File: src/rtl/radix4_booth_seq.sv
// rtl/radix4_booth_seq.sv - sequential radix-4 Booth signed multiplier
//
// Purpose:
//   Signed WIDTH x WIDTH multiplier that adds one radix-4 Booth partial
//   product per clock into a shared 2*WIDTH accumulator. It takes one
//   operation at a time and holds the product until the consumer takes it.
//
// Ports:
//   clk        rising-edge clock
//   rst        synchronous, active-high reset
//   in_valid   requester presents operands on a/b
//   in_ready   block can accept an operation (IDLE)
//   a          multiplicand, two's complement
//   b          multiplier, two's complement
//   out_valid  result is valid (DONE)
//   out_ready  consumer accepts result
//   result     full-width signed product a*b
//   busy       operation in flight or result pending

module radix4_booth_seq #(
  parameter int WIDTH = 32
) (
  input  logic               clk,
  input  logic               rst,
  input  logic               in_valid,
  output logic               in_ready,
  input  logic [WIDTH-1:0]   a,
  input  logic [WIDTH-1:0]   b,
  output logic               out_valid,
  input  logic               out_ready,
  output logic [2*WIDTH-1:0] result,
  output logic               busy
);

  localparam int N  = WIDTH / 2;
  localparam int CW = (N > 1) ? $clog2(N) : 1;
  localparam int MW = WIDTH + 2;
  localparam int RW = 2 * WIDTH;

  typedef enum logic [1:0] {
    ST_IDLE = 2'd0,
    ST_RUN  = 2'd1,
    ST_DONE = 2'd2
  } state_e;

  state_e            state_q, state_d;
  logic [MW-1:0]     m_q, m_d;
  logic [WIDTH:0]    q_q, q_d;
  logic [RW-1:0]     acc_q, acc_d;
  logic [RW-1:0]     res_q, res_d;
  logic [CW-1:0]     cnt_q, cnt_d;

  logic [MW-1:0]     pp;
  logic [RW-1:0]     pp_ext;
  logic [RW-1:0]     acc_sum;

  // M is held with two extra sign bits so that 2M and -2M are exact even
  // for the most negative multiplicand.
  always_comb begin
    pp = '0;
    unique case (q_q[2:0])
      3'b001, 3'b010: pp = m_q;
      3'b011:         pp = m_q << 1;
      3'b100:         pp = -(m_q << 1);
      3'b101, 3'b110: pp = -m_q;
      default:        pp = '0;
    endcase
  end

  // Sign-extend the partial product to full width and weight it by 4^count;
  // bits pushed past the top are dropped, matching modulo-2^(2W) addition.
  always_comb begin
    pp_ext  = {{(RW-MW){pp[MW-1]}}, pp};
    acc_sum = acc_q + (pp_ext << {cnt_q, 1'b0});
  end

  always_comb begin
    state_d = state_q;
    m_d     = m_q;
    q_d     = q_q;
    acc_d   = acc_q;
    res_d   = res_q;
    cnt_d   = cnt_q;
    unique case (state_q)
      ST_IDLE: begin
        if (in_valid) begin
          m_d     = {{2{a[WIDTH-1]}}, a};
          q_d     = {b, 1'b0};
          acc_d   = '0;
          cnt_d   = '0;
          state_d = ST_RUN;
        end
      end
      ST_RUN: begin
        acc_d = acc_sum;
        q_d   = {{2{q_q[WIDTH]}}, q_q[WIDTH:2]};
        cnt_d = cnt_q + 1'b1;
        if (cnt_q == CW'(N - 1)) begin
          res_d   = acc_sum;
          state_d = ST_DONE;
        end
      end
      ST_DONE: begin
        if (out_ready) begin
          state_d = ST_IDLE;
        end
      end
      default: state_d = ST_IDLE;
    endcase
  end

  always_ff @(posedge clk) begin
    if (rst) begin
      state_q <= ST_IDLE;
      m_q     <= '0;
      q_q     <= '0;
      acc_q   <= '0;
      res_q   <= '0;
      cnt_q   <= '0;
    end else begin
      state_q <= state_d;
      m_q     <= m_d;
      q_q     <= q_d;
      acc_q   <= acc_d;
      res_q   <= res_d;
      cnt_q   <= cnt_d;
    end
  end

  assign in_ready  = (state_q == ST_IDLE);
  assign out_valid = (state_q == ST_DONE);
  assign busy      = (state_q != ST_IDLE);
  assign result    = res_q;

endmodule
File: config.mk
export PLATFORM = sky130hd
export DESIGN_NAME = radix4_booth_seq
export DESIGN_NICKNAME = d
export VERILOG_FILES = /design/src/rtl/radix4_booth_seq.sv
export SDC_FILE = /design/constraint.sdc
export NUM_CORES = 1
export LEC_CHECK = 0
export ABC_AREA = 1
export BUFFER_PORTS_ARGS = -buffer_cell sky130_fd_sc_hd__buf_2
export CORE_UTILIZATION = 44
export DETAILED_ROUTE_END_ITERATION = 8
export PLACE_DENSITY = 0.69
export SETUP_SLACK_MARGIN = 0.5
export SLEW_MARGIN = 20
export SYNTH_ARGS = -nofsm -noshare
export SYNTH_HDL_FRONTEND = slang
export SYNTH_SLANG_ARGS = --single-unit
File: constraint.sdc
create_clock -name clk -period 4.4 [get_ports clk]
set_input_delay 1.1 -clock clk [delete_from_list [all_inputs] [get_ports clk]]
set_output_delay 1.1 -clock clk [all_outputs]
set_load 0.01 [all_outputs]
Yosys cells after proc, flatten, opt, wreduce, memory -nomap -nowiden

Index checks and enable logic that the tools add are counted.

Register bits: 199
Latch bits: 0
RAM bits: 0
ROM bits: 0
Output and inout port bits: 67
Memories: 0

Add/sub/neg operators: 4
Multipliers: 0
Div/mod/pow operators: 0
$lt $le $gt $ge: 0
Equal/unequal tests: 12
Shift-type cells: 1
Mux-type cells: 11
Bitwise operators: 1
Reduce and logical (&&, ||, !) cells: 10

Operators with widths:

| cell                                                             | number |
|---|---|
| 34-bit one-hot mux with 4 select lines                           | 1 |
| 64-bit one-hot mux with 2 select lines                           | 1 |
| 34-bit negation                                                  | 2 |
| 33-bit one-hot mux with 2 select lines                           | 1 |
| 64-bit adder                                                     | 1 |
| 64-bit two-way mux                                               | 1 |
| 64-bit by 5-bit left shift with 64-bit output                    | 1 |
| 33-bit two-way mux                                               | 1 |
| 3-bit == test (second input constant)                            | 3 |
| 4-bit one-hot mux with 2 select lines                            | 1 |
| 3-bit by 2-bit == test with 1-bit output (second input constant) | 2 |
| 2-bit two-way mux                                                | 3 |
| 2-bit one-hot mux with 3 select lines                            | 1 |
| 2-bit AND reduction                                              | 3 |
| 3-bit AND reduction                                              | 2 |
| 4-bit by 1-bit adder with 4-bit output (second input constant)   | 1 |
| 4-bit == test (second input constant)                            | 1 |
| 4-bit two-way mux                                                | 1 |
| 2-bit inequality test (second input constant)                    | 2 |
| 2-bit nonzero test                                               | 2 |
| 2-bit OR reduction                                               | 2 |
| 3-bit by 1-bit == test with 1-bit output (second input constant) | 1 |
| 2-bit by 1-bit == test with 1-bit output (second input constant) | 1 |
| 2-bit == test (second input constant)                            | 1 |
| 3 further kinds                                                  | 3 |

Longest topological paths before layout

Depth after elaboration: 6
Depth in mapped cells: 33
Gate-level depth less buffers: 33

Worst setup path before layout

Ideal clock, no wire load.

Path type: flip-flop to flip-flop
Start point: register m_q[1]
End point: register res_q[27] (netlist: result[27])
Library setup time: 0.116 ns
Arrival: 3.243 ns
Slack: 1.041 ns
Stages on the path, launching flop included: 24
Path buffers: 0
Cells stage by stage: dfxtp_1 inv_1 ha_1 nand2_1 nor2_4 xor2_1 nor2_1 nor3_1 nand2_1 nand3_1 nand3_1 nand3_1 o21ai_0 ha_1 a21oi_1 a21boi_0 nand2_1 a21oi_1 o21ai_1 or2_2 nand2_1 nand2_1 o211ai_1 inv_1

Longest elaborated chain between the ends: 4
Elaborated cells between the ends (all ways): 5

Ends and longest elaborated chain:

| what                                            | line   | RTL |
|---|---|---|
| start, declared                                 | 47     | `logic [MW-1:0] m_q, m_d;` |
| start signal, assigned                          | 122    | `m_q <= m_d;` |
| 34-bit negation (on tied branches)              | 65, 64 |  |
| 34-bit one-hot mux with 4 select lines *        | 61     | `unique case (q_q[2:0])` |
| 64-bit by 5-bit left shift with 64-bit output * | 74     | `acc_sum = acc_q + (pp_ext << {cnt_q, 1'b0});` |
| 64-bit adder *                                  | 74     |  |
| end signal, assigned                            | 125    | `res_q <= res_d;` |
| end, declared                                   | 50     | `logic [RW-1:0] res_q, res_d;` |

Mark *: on every way between the ends. The rest lies on a longest branch, timed or not.
A chain may end at the register's enable or synchronous reset.

Worst setup path in the final report

Start point: register q_q[1]
End point: register res_q[28] (netlist: result[28])

Longest elaborated chain between the ends: 5
Elaborated cells between the ends (all ways): 11

Ends and longest elaborated chain:

| what                                            | line | RTL |
|---|---|---|
| start, declared                                 | 48   | `logic [WIDTH:0] q_q, q_d;` |
| start signal, assigned                          | 123  | `q_q <= q_d;` |
| 3-bit == test, or another cell as far along     | 61   |  |
| 2-bit OR reduction                              | 61   |  |
| 34-bit one-hot mux with 4 select lines *        | 61   |  |
| 64-bit by 5-bit left shift with 64-bit output * | 74   |  |
| 64-bit adder *                                  | 74   |  |

Marks and branches as above.

==> results.json <==
{
  "synth_ff_type": "dfxtp_1",
  "ios": 135,
  "place_inst": 3369,
  "drtIter0Drc": 1996,
  "wl_per_cell_um": 19.3,
  "power.total_mw": 5.80,
  "root_buffer": "clkbuf_16",
  "cts.sinks": 199,
  "htree_levels": 4,
  "cap_violations": 0,
  "critPathLaunch": "q_q[1]$_SDFFE_PP0P_",
  "num_rows": 68,
  "n_fill_cell": 3343,
  "ys_warn_count": 0,
  "clk_pin_slew_ns": 0.09,
  "dr.pass1.iters": 6,
  "grt_first_pass_wirelength_um": 101000,
  "first_global_vias": 18200,
  "crit_required_ns": 4.77,
  "antenna_found_initial": 4,
  "viasPerCell": 5.58,
  "critical_path_class": "reg -> reg",
  "status": "complete, no violations",
  "tns_ns": 0,
  "finish.utilization_pct": 62.7,
  "num_vias": 19300,
  "syn_nets": 2800,
  "cp_common_cell": "nand2_1",
  "drive_gt1_share_pct": 33.4,
  "clock_skew_ns": 0.0181,
  "dpl-instance-area_um2": 18300,
  "finalSetupViolCount": 0,
  "slowest_stage": "o211ai_1",
  "cp.buffers_inverters": 6,
  "worst_hold_path_type": "reg -> reg",
  "path_delay_family": "simple AND/OR/NAND/NOR gates",
  "die-area_um2": 36500,
  "stdcell_count": 3461,
  "max_freq_mhz": 245,
  "routed_wl_um": 66600,
  "synth_area_um2": 15700,
  "leakage_nw": 9.88,
  "post-dp-hpwl_um": 51600,
  "syn_to_final_growth_pct": 39.1,
  "ys_ff_latch": 199,
  "worstMarginPinSlew_ns": 0.958,
  "final_net_count": 3125,
  "period_minus_slack_ns": 4.09,
  "worstPathArrival_ns": 4.46,
  "finalWeightedCongestion": 0.991,
  "vdd_drop_max_mv": 0.278,
  "synth_edf_count": 0,
  "grt_max_degree": 90,
  "async_reset_ff_share_pct": 0,
  "clock_path_buffers": 2,
  "cp-end-kind": "flip-flop",
  "io_buffer_count": 134,
  "syn_inst": 2666,
  "yosysUniqueCellTypes": 44,
  "core_um2": 34900,
  "hold_violations": 0,
  "rsz0062_at_grt": "true",
  "critPathMaxFanout": 5,
  "drtAntennaViolNets": 0,
  "initial_core_util_pct": 45.1,
  "fp.dieW_um": 191,
  "grt.total_usage_pct": 36.2,
  "reg2reg_from": "q_q[1]$_SDFFE_PP0P_",
  "numCtsBuffers": 17,
  "slew_viol_final": 0,
  "die_y_um": 191,
  "yosysSeqAreaShare_pct": 25.3,
  "p_per_area_nw_per_um2": 265,
  "final_cell_area_um2": 21900,
  "drc": 0,
  "cts_tree": "done",
  "min_period_over_period_pct": 92.9,
  "cpPeakStageDelay_ns": 0.36,
  "holdCritStartpoint": "q_q[18]$_SDFFE_PP0P_",
  "clock_latency_ns": 0.47,
  "relSlewSlack_pct": 36.0,
  "cp-start-kind": "flip-flop",
  "grt-ovfl-total": 0,
  "synth_area_per_cell_um2": 5.90
}
==> synth_stat cells, drive strengths merged, types with 16 or more instances <==
cell | n | share of area, %
nand3 | 279 | 8.9
nand2 | 662 | 16
o22ai | 30 | 1.2
o221ai | 23 | 1.3
nor3 | 18 | 0.60
buf | 42 | 1.2
clkbuf | 65 | 1.6
o21ai | 173 | 5.5
ha | 65 | 5.2
a21oi | 228 | 7.3
xor2 | 35 | 1.9
nor2 | 316 | 8.0
dfxtp | 199 | 25
inv | 372 | 8.9
nand4 | 46 | 1.8
a21o | 16 | 0.76
o211ai | 22 | 1.1
==> cells by family (layout without fill, tap and decap cells) <==
kind of cell	count (synthesis)	after routing	synth area share, %
simple gates	1342	1342	36.2
fa+ha+maj	66	66	5.30
other cells	0	2	0
buf+inv	482	820	11.7
flops	199	199	25.3
xor+xnor	39	39	2.17
compound gates	538	538	19.3
==> worst paths after layout <==
path                                  end  slack, ns  cells after the start
setup / recovery  result[28]$_SDFFE_PP0P_       0.31                     28
hold / removal       q_q[18]$_SDFFE_PP0P_       0.45                      2
setup reg to reg  result[28]$_SDFFE_PP0P_       0.31                     28
hold reg to reg      q_q[18]$_SDFFE_PP0P_       0.45                      2
==> layout by cell type (no fill, tap or decap), types with 7 or more instances in the layout <==
master     netlist  final
o221ai_1        23     22
buf_4            2    261
inv_1          366    333
nor2_4           6     33
o21ai_1         26     34
nor2_2           6     87
nand2_4          1      8
nand3_1        277    201
xor2_1          35     27
ha_4             0     44
a21oi_4          1     10
xor2_2           0      7
a21oi_2          0     56
buf_12           0      9
o211ai_1        22     22
o21ai_0        147     89
inv_2            6     36
a31oi_1         11      9
nor3_2           1      9
nand3b_1         9      9
buf_6            0     10
ha_1            65     20
dfxtp_1        199    187
o21a_1          10     10
a21oi_1        227    162
nand2_2          3     97
a21o_1          16     15
o22ai_1         30     29
nand3_2          2     75
dfxtp_2          0     10
o21ai_2          0     44
o21bai_1        13      7
buf_2           21    133
nand4_1         46     46
nand2_1        658    557
nor2_1         303    195
clkbuf_16        0     17
==> stage by stage <==
stage          worst slack [ns]  hold slack (ns)
6_report                  0.311            0.450
5_1_grt                  0.0806            0.472
4_1_cts                   0.459            0.448
3_5_place_dp             -0.158            0.436
3_3_place_gp             -0.310            0.432
2_1_floorplan              1.04            0.425
==> worst reg2reg max path: cells and delay by family, from the launching register on <==
kind / cells / cell delay [ns]
AND/OR/NAND/NOR: 18 / 2.02
AO/OA/AOI/OAI: 3 / 0.72
buffers and inverters: 6 / 0.67
flip-flops: 1 / 0.34
adder cells (fa/ha/maj): 1 / 0.24
==> sequential cells by signal, summed over array words and instances, names as in the netlist <==
name and cells:
q_q 33, state_q 2, result 64, cnt_q 4, acc_q 64, m_q 32
==> cell type report <==
| cell class | count | area [um2] | share of cell area (%) |
|---|---|---|---|
| Antenna cell | 2 | 5.00 | 0.0229 |
| Clock buffer | 17 | 425 | 1.95 |
| Clock inverter | 15 | 164 | 0.750 |
| Inverter | 375 | 1420 | 6.48 |
| Multi-Input combinational cell | 1985 | 12400 | 56.6 |
| Sequential cell | 199 | 4000 | 18.3 |
| Tap cell | 455 | 569 | 2.60 |
| Timing Repair Buffer | 413 | 2920 | 13.3 |
==> power breakdown <==
part	total [mW]	internal, mW	switching, mW
combinational	2.19	0.867	1.32
sequential	1.98	1.89	0.0905
clock	1.63	0.760	0.873
==> what timing repair did <==
item	CTS	global route
setup buffers	45	13
endpoints found under the hold margin	0	0
hold buffers	0	0
endpoints found under the setup margin	103	108
gates resized for setup	497	176
pin swaps	155	71
==> metal layers <==
| layer | share of wire (%) | track usage (%) |
|---|---|---|
| met4 | 3.9 | 14.5 |
| met1 | 44 | 48.5 |
| met5 | 0 | 0 |
| met3 | 9.1 | 8.46 |
| met2 | 43 | 55.7 |
Power figures use the tool's default switching activity.
